==> src/rtl/game_pkg.sv <==
// game_pkg: shared board constants, types and helpers for the memory-match game.
package game_pkg;

   localparam int GRID_CELLS = 36;
   localparam int LOC_W      = 6;
   localparam int SYM_W      = 5;
   localparam int LOC_SPAN   = 2 ** LOC_W;

   typedef logic [LOC_W-1:0] loc_t;
   typedef logic [SYM_W-1:0] sym_t;

   typedef enum logic [2:0] {
      IDLE  = 3'd0,
      PICK1 = 3'd1,
      READ1 = 3'd2,
      PICK2 = 3'd3,
      READ2 = 3'd4,
      CMP   = 3'd5,
      SHOW  = 3'd6,
      DONE  = 3'd7
   } turn_state_t;

   localparam logic [GRID_CELLS-1:0] ALL_FOUND = {GRID_CELLS{1'b1}};

   // One-hot mask over the full location space for a single location.
   function automatic logic [LOC_SPAN-1:0] loc_mask(input loc_t loc);
      logic [LOC_SPAN-1:0] m;
      m      = {LOC_SPAN{1'b0}};
      m[loc] = 1'b1;
      return m;
   endfunction

endpackage

==> src/rtl/show_timer.sv <==
// show_timer: loadable down-counter that times how long a mismatched pair stays visible.
module show_timer #(
   parameter int SHOW_CYCLES = 25_000_000
) (
   input  logic clock,
   input  logic reset_n,
   input  logic clr,
   input  logic load,
   input  logic en,
   output logic done
);

   localparam int TW = (SHOW_CYCLES > 1) ? $clog2(SHOW_CYCLES) : 1;
   localparam logic [TW-1:0] LOAD_VAL = TW'(SHOW_CYCLES - 1);

   logic [TW-1:0] count_r;

   // Counter: clear beats load, load beats count-down; stops at zero.
   always_ff @(posedge clock or negedge reset_n) begin
      if (!reset_n) begin
         count_r <= {TW{1'b0}};
      end else if (clr) begin
         count_r <= {TW{1'b0}};
      end else if (load) begin
         count_r <= LOAD_VAL;
      end else if (en && (count_r != {TW{1'b0}})) begin
         count_r <= count_r - {{(TW-1){1'b0}}, 1'b1};
      end else begin
         count_r <= count_r;
      end
   end

   assign done = (count_r == {TW{1'b0}});

endmodule

==> src/rtl/match_turn_ctrl.sv <==
// match_turn_ctrl: turn sequencer for the 6x6 memory-match game. Takes cursor
// selections, reads both card symbols, compares them, times the mismatch
// display and keeps the found map, attempt count and game-over flag.
module match_turn_ctrl
   import game_pkg::*;
#(
   parameter int SHOW_CYCLES = 25_000_000,
   parameter int ATT_W       = 8
) (
   input  logic                  clock,
   input  logic                  reset_n,
   input  logic                  new_game,
   input  logic                  sel_valid,
   input  logic [LOC_W-1:0]      sel_loc,
   output logic                  mem_rd,
   output logic [LOC_W-1:0]      mem_addr,
   input  logic [SYM_W-1:0]      mem_data,
   output logic [LOC_W-1:0]      card1_loc,
   output logic [LOC_W-1:0]      card2_loc,
   output logic                  card1_vis,
   output logic                  card2_vis,
   output logic [GRID_CELLS-1:0] found,
   output logic [ATT_W-1:0]      attempts,
   output logic                  match_p,
   output logic                  mismatch_p,
   output logic                  busy,
   output logic                  game_over
);

   localparam logic [ATT_W-1:0] ATT_MAX = {ATT_W{1'b1}};
   localparam logic [ATT_W-1:0] ATT_ONE = {{(ATT_W-1){1'b0}}, 1'b1};

   turn_state_t           state_r;
   logic                  mem_rd_r;
   loc_t                  mem_addr_r;
   loc_t                  card1_loc_r;
   loc_t                  card2_loc_r;
   logic                  card1_vis_r;
   logic                  card2_vis_r;
   logic [GRID_CELLS-1:0] found_r;
   logic [ATT_W-1:0]      attempts_r;
   logic                  match_p_r;
   logic                  mismatch_p_r;
   logic                  busy_r;
   logic                  game_over_r;
   // High in the cycle where the card memory presents the data of the last read.
   logic                  rd_d_r;
   sym_t                  sym1_r;

   logic [LOC_SPAN-1:0]   found_ext_s;
   logic                  sel_free_s;
   logic                  pick1_ok_s;
   logic                  pick2_ok_s;
   logic                  sym_eq_s;
   logic [GRID_CELLS-1:0] found_upd_s;
   logic                  timer_load_s;
   logic                  timer_en_s;
   logic                  timer_done_s;

   // Selection qualification: location on the board and not already matched.
   always_comb begin
      found_ext_s = LOC_SPAN'(found_r);
      sel_free_s  = 1'b0;
      if (sel_loc < loc_t'(GRID_CELLS)) begin
         sel_free_s = ~found_ext_s[sel_loc];
      end else begin
         sel_free_s = 1'b0;
      end
      pick1_ok_s = sel_valid & sel_free_s;
      pick2_ok_s = pick1_ok_s & (sel_loc != card1_loc_r);
   end

   // Compare second symbol straight off the memory bus against the stored first one.
   always_comb begin
      sym_eq_s    = (sym1_r == mem_data);
      found_upd_s = found_r
                  | GRID_CELLS'(loc_mask(card1_loc_r))
                  | GRID_CELLS'(loc_mask(card2_loc_r));
   end

   // Show-timer control: load on a mismatch result, count only while showing.
   always_comb begin
      timer_load_s = 1'b0;
      timer_en_s   = 1'b0;
      if (state_r == CMP) begin
         timer_load_s = ~sym_eq_s;
      end else if (state_r == SHOW) begin
         timer_en_s = 1'b1;
      end else begin
         timer_load_s = 1'b0;
         timer_en_s   = 1'b0;
      end
   end

   show_timer #(
      .SHOW_CYCLES (SHOW_CYCLES)
   ) u_show_timer (
      .clock   (clock),
      .reset_n (reset_n),
      .clr     (new_game),
      .load    (timer_load_s),
      .en      (timer_en_s),
      .done    (timer_done_s)
   );

   // Turn FSM with all outputs registered; new_game overrides every state.
   always_ff @(posedge clock or negedge reset_n) begin
      if (!reset_n) begin
         state_r      <= IDLE;
         mem_rd_r     <= 1'b0;
         mem_addr_r   <= {LOC_W{1'b0}};
         card1_loc_r  <= {LOC_W{1'b0}};
         card2_loc_r  <= {LOC_W{1'b0}};
         card1_vis_r  <= 1'b0;
         card2_vis_r  <= 1'b0;
         found_r      <= {GRID_CELLS{1'b0}};
         attempts_r   <= {ATT_W{1'b0}};
         match_p_r    <= 1'b0;
         mismatch_p_r <= 1'b0;
         busy_r       <= 1'b1;
         game_over_r  <= 1'b0;
         rd_d_r       <= 1'b0;
         sym1_r       <= {SYM_W{1'b0}};
      end else if (new_game) begin
         state_r      <= PICK1;
         mem_rd_r     <= 1'b0;
         card1_vis_r  <= 1'b0;
         card2_vis_r  <= 1'b0;
         found_r      <= {GRID_CELLS{1'b0}};
         attempts_r   <= {ATT_W{1'b0}};
         match_p_r    <= 1'b0;
         mismatch_p_r <= 1'b0;
         busy_r       <= 1'b0;
         game_over_r  <= 1'b0;
         rd_d_r       <= 1'b0;
      end else begin
         mem_rd_r     <= 1'b0;
         match_p_r    <= 1'b0;
         mismatch_p_r <= 1'b0;
         rd_d_r       <= mem_rd_r;
         case (state_r)
            IDLE: begin
               busy_r <= 1'b1;
            end
            PICK1: begin
               if (pick1_ok_s) begin
                  card1_loc_r <= sel_loc;
                  card1_vis_r <= 1'b1;
                  mem_rd_r    <= 1'b1;
                  mem_addr_r  <= sel_loc;
                  busy_r      <= 1'b1;
                  state_r     <= READ1;
               end else begin
                  busy_r <= 1'b0;
               end
            end
            READ1: begin
               busy_r  <= 1'b0;
               state_r <= PICK2;
            end
            PICK2: begin
               // First symbol arrives in the first PICK2 cycle.
               if (rd_d_r) begin
                  sym1_r <= mem_data;
               end else begin
                  sym1_r <= sym1_r;
               end
               if (pick2_ok_s) begin
                  card2_loc_r <= sel_loc;
                  card2_vis_r <= 1'b1;
                  mem_rd_r    <= 1'b1;
                  mem_addr_r  <= sel_loc;
                  busy_r      <= 1'b1;
                  state_r     <= READ2;
               end else begin
                  busy_r <= 1'b0;
               end
            end
            READ2: begin
               busy_r  <= 1'b1;
               state_r <= CMP;
            end
            CMP: begin
               if (attempts_r != ATT_MAX) begin
                  attempts_r <= attempts_r + ATT_ONE;
               end else begin
                  attempts_r <= attempts_r;
               end
               if (sym_eq_s) begin
                  found_r     <= found_upd_s;
                  match_p_r   <= 1'b1;
                  card1_vis_r <= 1'b0;
                  card2_vis_r <= 1'b0;
                  if (found_upd_s == ALL_FOUND) begin
                     game_over_r <= 1'b1;
                     busy_r      <= 1'b1;
                     state_r     <= DONE;
                  end else begin
                     busy_r  <= 1'b0;
                     state_r <= PICK1;
                  end
               end else begin
                  mismatch_p_r <= 1'b1;
                  busy_r       <= 1'b1;
                  state_r      <= SHOW;
               end
            end
            SHOW: begin
               if (timer_done_s) begin
                  card1_vis_r <= 1'b0;
                  card2_vis_r <= 1'b0;
                  busy_r      <= 1'b0;
                  state_r     <= PICK1;
               end else begin
                  busy_r <= 1'b1;
               end
            end
            DONE: begin
               busy_r      <= 1'b1;
               game_over_r <= 1'b1;
            end
            default: begin
               busy_r  <= 1'b1;
               state_r <= IDLE;
            end
         endcase
      end
   end

   assign mem_rd     = mem_rd_r;
   assign mem_addr   = mem_addr_r;
   assign card1_loc  = card1_loc_r;
   assign card2_loc  = card2_loc_r;
   assign card1_vis  = card1_vis_r;
   assign card2_vis  = card2_vis_r;
   assign found      = found_r;
   assign attempts   = attempts_r;
   assign match_p    = match_p_r;
   assign mismatch_p = mismatch_p_r;
   assign busy       = busy_r;
   assign game_over  = game_over_r;

endmodule

==> config.mk <==
export PLATFORM = sky130hd
export DESIGN_NAME = match_turn_ctrl
export DESIGN_NICKNAME = d
export VERILOG_FILES = /design/src/rtl/game_pkg.sv /design/src/rtl/show_timer.sv /design/src/rtl/match_turn_ctrl.sv
export SDC_FILE = /design/constraint.sdc
export NUM_CORES = 1
export LEC_CHECK = 0
export CORE_MARGIN = 4
export CORE_UTILIZATION = 45
export DETAILED_ROUTE_END_ITERATION = 16
export DONT_BUFFER_PORTS = 1
export PLACE_DENSITY = 0.66
export SLEW_MARGIN = 10
export SYNTH_ARGS = -nofsm -noshare
export SYNTH_HDL_FRONTEND = slang
export SYNTH_SLANG_ARGS = --single-unit
==> constraint.sdc <==
create_clock -name clock -period 3.8 [get_ports clock]
set_input_delay 0.38 -clock clock [delete_from_list [all_inputs] [get_ports clock]]
set_output_delay 0.38 -clock clock [all_outputs]
set_load 0.1 [all_outputs]
## After elaboration in Yosys (flattened, before gate mapping)

Index checks and enable logic that the tools add are counted.

- Word-level logic and storage cells: 132
- Register bits after elaboration: 103
- Bits of input ports: 15

- Reduce and logical (&&, ||, !) cells: 26
- Equal/unequal tests: 18
- Order comparisons: 6
- Mux-type cells: 57
- $add $sub $neg: 2
- Bitwise operators: 7

Operator list:

| cell | number |
|---|---|
| two-way mux 36 bit | 3 |
| two-way mux 25 bit | 3 |
| bitwise OR 36 bit | 2 |
| equality test 36 bit (second input constant) | 1 |
| two-way mux 1 bit | 30 |
| logical NOT 25 bit | 1 |
| nonzero test 25 bit | 1 |
| subtractor 25 x 1 -> 25 bit (second input constant) | 1 |
| two-way mux 8 bit | 3 |
| less-than comparator 6 x 7 -> 1 bit (second input constant) | 3 |
| two-way mux 3 bit | 6 |
| case mux 3 bit (6 select lines) | 1 |
| AND reduction 4 bit | 4 |
| demux 1 bit (select 6 bit) | 2 |
| equality test 3 bit (second input constant) | 4 |
| greater-or-equal comparator 6 x 1 -> 1 bit (second input constant) | 2 |
| two-way mux 6 bit | 2 |
| inequality test 3 bit (second input constant) | 4 |
| case mux 6 bit (2 select lines) | 1 |
| AND reduction 3 bit | 4 |
| adder 8 x 1 -> 8 bit (second input constant) | 1 |
| inequality test 8 bit (second input constant) | 1 |
| nonzero test 2 bit | 4 |
| nonzero test 4 bit | 2 |
| other kinds (19) | 30 |

## Longest topological paths before layout

Gate-level depths: netlist of run 1.

- Depth in word-level cells: 11
- Depth in mapped cells: 9
- Gate-level depth less buffers: 8

## Modules after synthesis

From an unflattened synthesis of run 1, not the netlist that was laid out.

- Cells, all modules: 660
- Area total of the unflattened synthesis: 6274.8 um^2

By module, submodules not included:

| module | area an instance (um^2) | cells an instance | instances |
|---|---|---|---|
| match_turn_ctrl | 4809.6 | 512 | 1 |
| show_timer | 1465.2 | 148 | 1 |

## Least setup slack after synthesis of run 1

No wires, ideal clock.

- Path kind: register to register
- From: register card2_loc_r[4] (netlist: card2_loc[4])
- To: register game_over_r (netlist: game_over)
- Path slack: 0.648 ns
- Library setup time: 0.067 ns
- Cell stages (with the launch flop): 10
- Arrival: 3.085 ns
- Required time: 3.733 ns
- Period minus slack after synthesis: 3.152 ns
- Cells stage by stage: dfrtp_1 > buf_4 > nor4bb_1 > buf_2 > a221oi_1 > a2111oi_0 > o2111ai_1 > or4_1 > a21oi_1 > o21a_1

- Longest elaborated chain between the ends: 8

Ends and longest elaborated chain:

| what | RTL line | RTL |
|---|---|---|
| start: declaration | match_turn_ctrl.sv:37 | `loc_t card2_loc_r;` |
| start signal: assignment | match_turn_ctrl.sv:113 | `card2_loc_r <= {LOC_W{1'b0}};` |
| start signal: assignment | match_turn_ctrl.sv:169 | `card2_loc_r <= sel_loc;` |
| less-than comparator 6 x 7 -> 1 bit (not written as such) / greater-or-equal comparator 6 x 1 -> 1 bit (equally long branches) | game_pkg.sv:29 | `m[loc] = 1'b1;` |
| logical AND 1 bit (not written as such) | game_pkg.sv:29 |  |
| two-way mux 1 bit (not written as such) | game_pkg.sv:29 |  |
| demux 1 bit (select 6 bit) (*) | game_pkg.sv:29 |  |
| bitwise OR 36 bit (*) | match_turn_ctrl.sv:78 | `\| GRID_CELLS'(loc_mask(card2_loc_r));` |
| equality test 36 bit (*) | match_turn_ctrl.sv:194 | `if (found_upd_s == ALL_FOUND) begin` |
| inequality test 3 x 2 -> 1 bit (no line) (*) | n/a |  |
| AND reduction 3 bit (no line) (*) | n/a |  |
| end signal: assignment | match_turn_ctrl.sv:121 | `game_over_r <= 1'b0;` |
| end signal: assignment | match_turn_ctrl.sv:195 | `game_over_r <= 1'b1;` |
| end signal: assignment | match_turn_ctrl.sv:220 | `game_over_r <= 1'b1;` |
| end: declaration | match_turn_ctrl.sv:45 | `logic game_over_r;` |

Mark *: on every way between the ends. The rest lies on a longest branch, timed or not.
A chain may end at the register's enable or synchronous reset.

## Worst setup path after layout of run 1

- From: register card2_loc_r[4] (netlist: card2_loc[4])
- To: register busy_r (netlist: busy)

- Longest elaborated chain between the ends: 10

Ends and longest elaborated chain:

| what | RTL line | RTL |
|---|---|---|
| less-than comparator 6 x 7 -> 1 bit (not written as such) / greater-or-equal comparator 6 x 1 -> 1 bit (equally long branches) | game_pkg.sv:29 |  |
| logical AND 1 bit (not written as such) | game_pkg.sv:29 |  |
| two-way mux 1 bit (not written as such) | game_pkg.sv:29 |  |
| demux 1 bit (select 6 bit) (*) | game_pkg.sv:29 |  |
| bitwise OR 36 bit (*) | match_turn_ctrl.sv:78 |  |
| equality test 36 bit (*) | match_turn_ctrl.sv:194 |  |
| two-way mux 1 bit (*) | match_turn_ctrl.sv:194 |  |
| two-way mux 1 bit (*) | match_turn_ctrl.sv:189 | `if (sym_eq_s) begin` |
| case mux 1 bit (6 select lines) (*) | match_turn_ctrl.sv:141 | `case (state_r)` |
| two-way mux 1 bit (*) | match_turn_ctrl.sv:124 | `end else if (new_game) begin` |
| end signal: assignment | match_turn_ctrl.sv:143 | `busy_r <= 1'b1;` |
| end signal: assignment | match_turn_ctrl.sv:196 | `busy_r <= 1'b1;` |
| end signal: assignment | match_turn_ctrl.sv:199 | `busy_r <= 1'b0;` |
| end: declaration | match_turn_ctrl.sv:44 | `logic busy_r;` |

Marked as above.

==> results of run 1 <==
==> stage by stage <==
| stage | power, mW | setup WS [ps] | area, sq um |
|---|---|---|---|
| 2_1_floorplan | 3.70 | 648 | 6120 |
| 3_3_place_gp | 4.12 | 834 | 6610 |
| 3_5_place_dp | 4.18 | 695 | 6610 |
| 4_1_cts | 5.09 | 677 | 6930 |
| 5_1_grt | 5.36 | 412 | 6930 |
| 6_report | 5.10 | 643 | 6930 |
==> cell usage after synthesis (all sizes together), types with 5 or more instances <==
library cell  count  area (sq um)
nor3b             6          50.1
nor2b             7          46.3
a21oi            31           155
nor4              8          86.3
nand3             8          40.0
o22ai             9          56.3
nor2             62           233
inv              20          75.1
mux4              9           210
o21ai            17          85.1
nor4b             9           166
a211oi            9          85.1
or3               6          37.5
dfrtp           102          2550
a22o             14           123
a22oi            19           143
nand2            25          93.8
clkbuf           26           100
nor3             14          85.1
xnor2             5          43.8
o2bb2ai          12           111
mux2             23           259
and2              5          31.3
a31oi             6          37.5
a2111oi           8          90.1
xor2             23           201
a221oi           24           210
buf              25           156
==> logic make-up (layout without fill, tap and decap cells) <==
family | count (synthesis) | count (layout) | share of synthesized area
buffers and inverters | 71 | 108 | 0.0541
flip-flops | 103 | 103 | 0.421
AND/OR/NAND/NOR | 176 | 176 | 0.178
XOR/XNOR | 28 | 28 | 0.0400
AO/OA/AOI/OAI | 177 | 177 | 0.222
adder cells (fa/ha/maj) | 2 | 2 | 0.00409
multiplexers | 35 | 35 | 0.0815
==> path summary, 6_finish.rpt <==
path	startpoint	end	depth (start not counted)
setup / recovery	card2_loc[4]	busy	9
hold / removal	new_game	busy	1
setup reg to reg	card2_loc[4]	busy	9
hold reg to reg	u_show_timer.count_r[14]	u_show_timer.count_r[14]	2
max in group asynchronous	reset_n	found[12]	2
min in group asynchronous	reset_n	found[3]	2
==> metal layers <==
layer / global-route usage / vias to the layer above / wire length, um
met5: 0 / - / 0
met4: 0.0967 / 0 / 570
met3: 0.0768 / 41 / 1970
met2: 0.335 / 254 / 7850
met1: 0.328 / 2552 / 7860
li1: - / 2310 / -
==> cell type report <==
cell class	instances	area (sq um)	area share
clock buffer	10	229	0.0331
multi-input combinational	418	3210	0.464
clock inverter	6	45.0	0.00650
inverter	20	75.1	0.0108
tap	176	220	0.0318
sequential	103	2580	0.372
timing repair buffer	72	563	0.0813
==> registers in the layout, indices dropped and copies added (netlist names) <==
name and count:
attempts 8, busy 1, card1_loc 6, card1_vis 1, card2_loc 6, card2_vis 1
found 36, game_over 1, match_p 1, mem_addr 6, mem_rd 1, mismatch_p 1
rd_d_r 1, state_r 3, sym1_r 5, u_show_timer.count_r 25
==> power by group through the flow <==
| stage | clock (mW) | sequential [mW] | combinational, mW |
|---|---|---|---|
| floorplan | 0 | 2.24 | 1.46 |
| global placement | 0 | 1.94 | 2.18 |
| detailed placement | 0 | 1.97 | 2.21 |
| CTS | 0.895 | 1.95 | 2.25 |
| global route | 0.951 | 1.99 | 2.42 |
| finish | 0.871 | 1.95 | 2.27 |
==> worst max-delay path, delay by kind of cell (launching register included) <==
kind | cells | cell delay (ps)
compound gates | 5 | 1150
simple gates | 2 | 860
flops | 1 | 620
buf+inv | 2 | 440
==> flow_metrics.env, run 1 <==
export IMPL_wirelength_um=18200
export IMPL_gr_total_overflow=0
export IMPL_worstHoldPathType="input pin to flip-flop"
export IMPL_crit_top_cell="buf_4"
export IMPL_cts_hold_buf=2
export IMPL_hold_slack_ps=66.0
export IMPL_postCtsSetupBuffers=0
export IMPL_cts_made_buffers=9
export IMPL_ir_drop_v=0.000415
export IMPL_ant_nets=0
export IMPL_start_util=0.461
export IMPL_synth_ff_type="dfrtp_1"
export IMPL_critical_path_class="flip-flop to flip-flop"
export IMPL_power_leakage_nw=2.86
export IMPL_swShare=0.518
export IMPL_fill_cells=1209
export IMPL_layout_commonest_cell="dfrtp_1"
export IMPL_cts_resized_gates=0
export IMPL_dp_cells=787
export IMPL_pwr_share_seq=0.383
export IMPL_syn_nets=609
export IMPL_synth_cell_type_count=77
export IMPL_relSlewSlack=0.346
export IMPL_clk_pin_slew_ps=70
export IMPL_cp_max_fo=10
export IMPL_pin_count=84
export IMPL_stdcell_count=805
export IMPL_crit_path_start_kind="flip-flop"
export IMPL_synthCells=592
export IMPL_slew_violations=0
export IMPL_power_density_nw_per_um2=736
export IMPL_antenna_found_initial=0
export IMPL_grt_usage=0.235
export IMPL_vias=5157
export IMPL_synth_warnings=0
export IMPL_power_share_clock=0.171
export IMPL_cp_cell_sequence="nor4bb_1 > buf_4 > a221oi_1 > a2111oi_0 > buf_4 > o311ai_1 > nor3_1 > o21ai_0 > a211oi_1"
export IMPL_drtIter0Drc=579
export IMPL_p_comb_frac=0.446
export IMPL_finish_utilization=0.521
export IMPL_period_minus_slack_ps=3160
export IMPL_ys_seq_elements=103
export IMPL_finalSetupTns_ps=0
export IMPL_yosysSeqAreaShare=0.421
export IMPL_grt_pass1_vias=5221
export IMPL_critPathMaxStageDelay_ps=620
export IMPL_rsz0062_at_grt="false"
export IMPL_gp_congestion=1.00
export IMPL_die_y_um=125
export IMPL_diodes=0
export IMPL_h_tree_depth=3
export IMPL_synthArstFlopShare=1.00
export IMPL_internal_power_mw=2.46
export IMPL_worst_pin_slew_ps=981
export IMPL_synth_edff_count=0
export IMPL_rows=42
export IMPL_synth_area_sq_um=6120
export IMPL_core_sq_um=13300
export IMPL_setup_violations_final=0
export IMPL_clockRootBuffer="clkbuf_16"
export IMPL_drive_gt1_frac=0.231
export IMPL_drc=0
export IMPL_fin_worst_skew_ps=8.86
export IMPL_final_hold_violation_count=0
export IMPL_fmax_mhz=317
export IMPL_wire_per_inst_um=22.7
export IMPL_max_cap_violations=0
export IMPL_post_drt_via_cell_ratio=6.41
export IMPL_crit_required_ps=4070
export IMPL_worst_path_max_delay_cell="dfrtp_1"
export IMPL_end_kind="flip-flop"
export IMPL_clk_path_buf_depth=2
export IMPL_cp_arrival_ps=3430
export IMPL_clock_sinks=103
export IMPL_nets=641
export IMPL_hpwlAfterDp_um=12900
export IMPL_outcome="complete, no violations"
export IMPL_die_area_sq_um=15500
export IMPL_fin_crit_sh=0.831
export IMPL_reg2reg_slack_ps=640
export IMPL_portBuffers=0
export IMPL_tritoncts="yes"
export IMPL_die_w_um=125
export IMPL_p_switching_mw=2.64
export IMPL_grt_first_pass_wirelength_um=29300
export IMPL_final_cell_mix="dfrtp_1, buf_4, nor2_1"
export IMPL_avgSynthCellArea_sq_um=10.3
export IMPL_grt_max_degree=104
export IMPL_worstSkewPairLatency_ps=360
export IMPL_first_pass_iters=5
export IMPL_area_delta_synth_final_pct=13.1
(Power assumes the default switching activity.)
==> inputs of run 2 (changes only) <==
Settings changed: PLACE_DENSITY 0.66 to 0.68.
Clock period 3.8 ns to 2.9 ns, I/O delays scaled along.
==> run 2 against run 1 <==
  * Combinational power increased by 52%
  * Largest power group unchanged
  * Cell area increased by 7.3%
  * Wire length increased by 6.9%
  * Core utilization increased by 3.8 points
  * Clock skew increased by 0.95 ps
  * Setup slack got worse by 500 ps
  * Non-clock buffer count increased by 51
  * Final cell count increased by 6.3%
  * Largest cell class unchanged
==> flow_metrics.env, run 2 (same netlist as run 1, synthesis figures left out) <==
export IMPL_final_cell_mix="buf_4, dfrtp_1, nor2_1"
export IMPL_reg2reg_depth=8
export IMPL_grt_max_degree=104
export IMPL_die_area_sq_um=15500
export IMPL_worst_pin_slew_ps=955
export IMPL_largest_reg_flops=36
export IMPL_setup_ws_ps=143
export IMPL_cp_max_fo=11
export IMPL_h_tree_depth=3
export IMPL_grt_first_pass_wirelength_um=30600
export IMPL_clk_pin_slew_ps=70
export IMPL_dp_cells=819
export IMPL_hpwlAfterDp_um=13400
export IMPL_drive_gt1_frac=0.299
export IMPL_outcome="complete, no violations"
export IMPL_drc=0
export IMPL_area_delta_synth_final_pct=21.3
export IMPL_r2r_end="game_over"
export IMPL_power_total_mw=7.13
export IMPL_place_ws_ps=-129
export IMPL_core_sq_um=13300
export IMPL_die_y_um=125
export IMPL_first_pass_iters=5
export IMPL_worstHoldPathType="input pin to flip-flop"
export IMPL_period_minus_slack_ps=2760
export IMPL_antenna_found_initial=0
export IMPL_layout_commonest_cell="buf_4"
export IMPL_critical_path_class="flip-flop to flip-flop"
export IMPL_diodes=0
export IMPL_clk_path_buf_depth=2
export IMPL_slew_violations=0
export IMPL_hp_start="new_game"
export IMPL_grt_usage=0.250
export IMPL_hold_slack_ps=19.9
export IMPL_max_cap_violations=0
export IMPL_drtIter0Drc=674
export IMPL_final_cell_area_sq_um=7430
export IMPL_tritoncts="yes"
export IMPL_vias=5463
export IMPL_worstSkewPairLatency_ps=360
export IMPL_dpl_cell_area_sq_um=6910
export IMPL_portBuffers=0
export IMPL_grt_pass1_vias=5285
export IMPL_final_hold_violation_count=0
export IMPL_wirelength_um=19500
export IMPL_rsz0062_at_grt="false"
export IMPL_crit_path_end="game_over"
export IMPL_cp_arrival_ps=3060
export IMPL_timing_rr_start="card2_loc[0]"
export IMPL_pin_count=84
export IMPL_end_kind="flip-flop"
export IMPL_finish_utilization=0.559
export IMPL_post_drt_via_cell_ratio=6.38
export IMPL_fin_crit_sh=0.951
export IMPL_ir_drop_v=0.000516
export IMPL_rows=42
export IMPL_fin_worst_skew_ps=9.81
export IMPL_power_density_nw_per_um2=960
export IMPL_clock_sinks=103
export IMPL_clockRootBuffer="clkbuf_16"
export IMPL_nets=692
export IMPL_fmax_mhz=363
export IMPL_power_leakage_nw=3.13
export IMPL_cts_made_buffers=9
export IMPL_reg2reg_slack_ps=140
export IMPL_wire_per_inst_um=22.8
export IMPL_ant_nets=0
export IMPL_relSlewSlack=0.364
export IMPL_crit_path_start_kind="flip-flop"
export IMPL_die_w_um=125
export IMPL_start_util=0.461
export IMPL_gr_total_overflow=0
export IMPL_finalSetupTns_ps=0
export IMPL_setup_violations_final=0
export IMPL_gp_congestion=0.921
export IMPL_stdcell_count=856
export IMPL_crit_required_ps=3200
export IMPL_crit_start="card2_loc[0]"
-- run 2: cell count changes in the layout (fill, tap and decap cells not counted), moves of 3 or more --
cell | before | now
a2111oi_0 | 4 | 1
buf_12 | 0 | 3
buf_4 | 70 | 104
dfrtp_1 | 102 | 86
dfrtp_2 | 0 | 16
dlygate4sd3_1 | 1 | 14
-- run 2: metal layers --
| metal | global-route usage | up-vias | wire length [um] |
|---|---|---|---|
| met4 | 0.0761 | 0 | 407 |
| li1 | - | 2426 | - |
| met2 | 0.356 | 310 | 8480 |
| met3 | 0.0742 | 35 | 2050 |
| met5 | 0 | - | 0 |
| met1 | 0.367 | 2692 | 8570 |
-- run 2: worst max-delay path, stage by stage, from the launching register on --
cell	delay [ps]
dfrtp_2	510
nor4bb_2	380
buf_4	210
a221oi_1	80
a2111oi_1	490
o311ai_1	250
or4_1	510
a21oi_1	160
o21a_1	120
-- run 2: final cells by class --
type	instances	area [sq um]
sequential	103	2600
timing repair buffer	123	1020
inverter	20	78.8
fill	1115	5870
clock buffer	13	250
tap	176	220
clock inverter	3	20.0
multi-input combinational	418	3240
-- run 2: worst min path at each step --
stage,end,cells past startpoint
after CTS,found[20],1
final,found[13],1
after floorplan,attempts[0],0
after global routing,found[20],1
after detailed placement,match_p,0
after global placement,found[16],0
-- run 2: timing repair --
action / CTS / global route
gates resized for setup: 4 / 6
pin swaps: 2 / 4
endpoints found under the hold margin: 125 / 1
setup buffers: 1 / 5
cloned: 0 / 0
hold buffers: 13 / 2
endpoints found under the setup margin: 2 / 7
-- run 2: power by group --
| part | total (mW) | switching, mW | internal [mW] | leakage (nW) |
|---|---|---|---|---|
| sequential | 2.53 | 0.851 | 1.68 | 1.37 |
| combinational | 3.45 | 2.19 | 1.27 | 1.63 |
| clock | 1.15 | 0.543 | 0.606 | 0.126 |
==> inputs of run 3 (changes only) <==
Settings changed: CORE_UTILIZATION 45 to 58, PLACE_DENSITY 0.68 to 0.82.
==> run 3 against run 2 <==
  * Final cell count shrank 3.6%
  * Sequential power shrank 3%
  * First-iteration DRC count shrank 1.0%
  * Clock-buffer cell count shrank 2
  * Cell area shrank 0.13%
==> flow_metrics.env, run 3 (same netlist as run 1, synthesis figures left out) <==
export IMPL_h_tree_depth=3
export IMPL_ir_drop_v=0.000884
export IMPL_wirelength_um=19600
export IMPL_crit_required_ps=3240
export IMPL_ant_nets=0
export IMPL_die_area_sq_um=12300
export IMPL_fin_crit_sh=0.966
export IMPL_portBuffers=0
export IMPL_clk_path_buf_depth=2
export IMPL_worstHoldEndpoint="sym1_r[2]"
export IMPL_power_density_nw_per_um2=960
export IMPL_finalSetupTns_ps=0
export IMPL_critical_path_class="flip-flop to flip-flop"
export IMPL_dp_cells=780
export IMPL_hpwlAfterDp_um=13500
export IMPL_finish_utilization=0.719
export IMPL_cp_max_fo=5
export IMPL_relSlewSlack=0.356
export IMPL_post_drt_via_cell_ratio=6.79
export IMPL_final_seq_area_sq_um=2600
export IMPL_power_total_mw=7.13
export IMPL_cp_cell_sequence="buf_4 > nor4b_4 > buf_4 > a22oi_1 > a2111oi_2 > buf_4 > o311ai_1 > or4_4 > a21oi_2 > o21a_1"
export IMPL_max_cap_violations=0
export IMPL_end_kind="flip-flop"
export IMPL_nets=701
export IMPL_clk_pin_slew_ps=100
export IMPL_drtIter0Drc=667
export IMPL_drive_gt1_frac=0.338
export IMPL_setup_violations_final=0
export IMPL_die_y_um=111
export IMPL_multi_input_area_sq_um=3340
export IMPL_hold_slack_ps=37.4
export IMPL_worst_path_max_delay_cell="or4_4"
export IMPL_rsz0062_at_grt="true"
export IMPL_setup_ws_ps=99.4
export IMPL_final_cell_mix="buf_4, dfrtp_1, nor2_1"
export IMPL_tritoncts="yes"
export IMPL_crit_top_cell="buf_4"
export IMPL_cp_top_family="compound AO/OA/AOI/OAI gates"
export IMPL_place_ws_ps=1.93
export IMPL_layout_commonest_cell="buf_4"
export IMPL_worst_pin_slew_ps=967
export IMPL_rows=37
export IMPL_hold_path_depth=1
export IMPL_drc=0
export IMPL_clockRootBuffer="clkbuf_8"
export IMPL_first_pass_iters=5
export IMPL_die_w_um=111
export IMPL_hp_start="mem_data[2]"
export IMPL_gp_congestion=0.958
export IMPL_core_sq_um=10300
export IMPL_clock_sinks=103
export IMPL_stdcell_count=825
export IMPL_pin_count=84
export IMPL_reg2reg_depth=10
export IMPL_critPathMaxStageDelay_ps=510
export IMPL_fill_cells=746
export IMPL_period_minus_slack_ps=2800
export IMPL_slew_violations=0
export IMPL_diodes=0
export IMPL_critPathBufInv=3
export IMPL_grt_first_pass_wirelength_um=30600
export IMPL_timing_rr_start="card1_loc[0]"
export IMPL_dpl_cell_area_sq_um=6860
export IMPL_final_cell_area_sq_um=7420
export IMPL_reg2reg_slack_ps=100
export IMPL_fin_worst_skew_ps=14.4
export IMPL_worstHoldPathType="input pin to flip-flop"
export IMPL_r2r_end="game_over"
export IMPL_final_hold_violation_count=0
export IMPL_wire_per_inst_um=23.7
export IMPL_grt_max_degree=104
export IMPL_vias=5599
export IMPL_cp_arrival_ps=3140
export IMPL_crit_path_start_kind="flip-flop"
export IMPL_start_util=0.593
export IMPL_area_delta_synth_final_pct=21.1
export IMPL_worstSkewPairLatency_ps=400
export IMPL_cts_made_buffers=9
export IMPL_grt_usage=0.313
export IMPL_outcome="complete, no violations"
export IMPL_largest_reg_flops=36
export IMPL_power_leakage_nw=3.15
export IMPL_gr_total_overflow=0
export IMPL_antenna_found_initial=0
export IMPL_grt_pass1_vias=5471
export IMPL_fmax_mhz=357
-- run 3: changes by cell type in the layout (fill, tap and decap cells not counted), moves of 2 or more --
cell / before / now
buf_4: 104 / 125
inv_6: 0 / 2
clkbuf_16: 9 / 0
nor3b_2: 1 / 3
nor3b_1: 5 / 3
a2111oi_4: 0 / 2
clkbuf_8: 1 / 9
nor4bb_1: 3 / 1
dlygate4sd3_1: 14 / 2
-- run 3: timing repair --
action	in CTS	in global routing
endpoints found under the setup margin	1	4
hold buffers	3	1
pin swaps	0	14
resized for setup	2	21
hold endpoints to repair	151	1
buffers inserted	0	25
-- run 3: cell type report --
type / instances / area share
flip-flops and latches: 103 / 0.350
clock inverters: 5 / 0.00556
clock buffers: 11 / 0.0177
well taps: 136 / 0.0229
repair buffers: 132 / 0.144
multi-input cells: 418 / 0.450
inverters: 20 / 0.0101
-- run 3: worst max-delay path by stage --
stage,from,end,slack [ps],depth (start not counted)
finish,card1_loc[0],game_over,100,10
floorplan,found[26],state_r[1],40,7
detailed placement,card1_loc[0],game_over,2,9
global route,card1_loc[4],busy,-70,9
CTS,card2_loc[5],game_over,9,8
global placement,card1_loc[0],game_over,-30,9
-- run 3: power by group --
| part | total [mW] | switching (mW) | internal, mW |
|---|---|---|---|
| clock | 0.865 | 0.544 | 0.321 |
| sequential | 2.46 | 0.786 | 1.68 |
| combinational | 3.80 | 2.35 | 1.44 |
-- run 3: metal layers --
layer,vias up,track usage,wire (um)
li1,2427,-,-
met1,2785,0.422,8070
met2,340,0.481,8920
met3,47,0.107,2030
met4,0,0.0903,542
met5,-,0,0
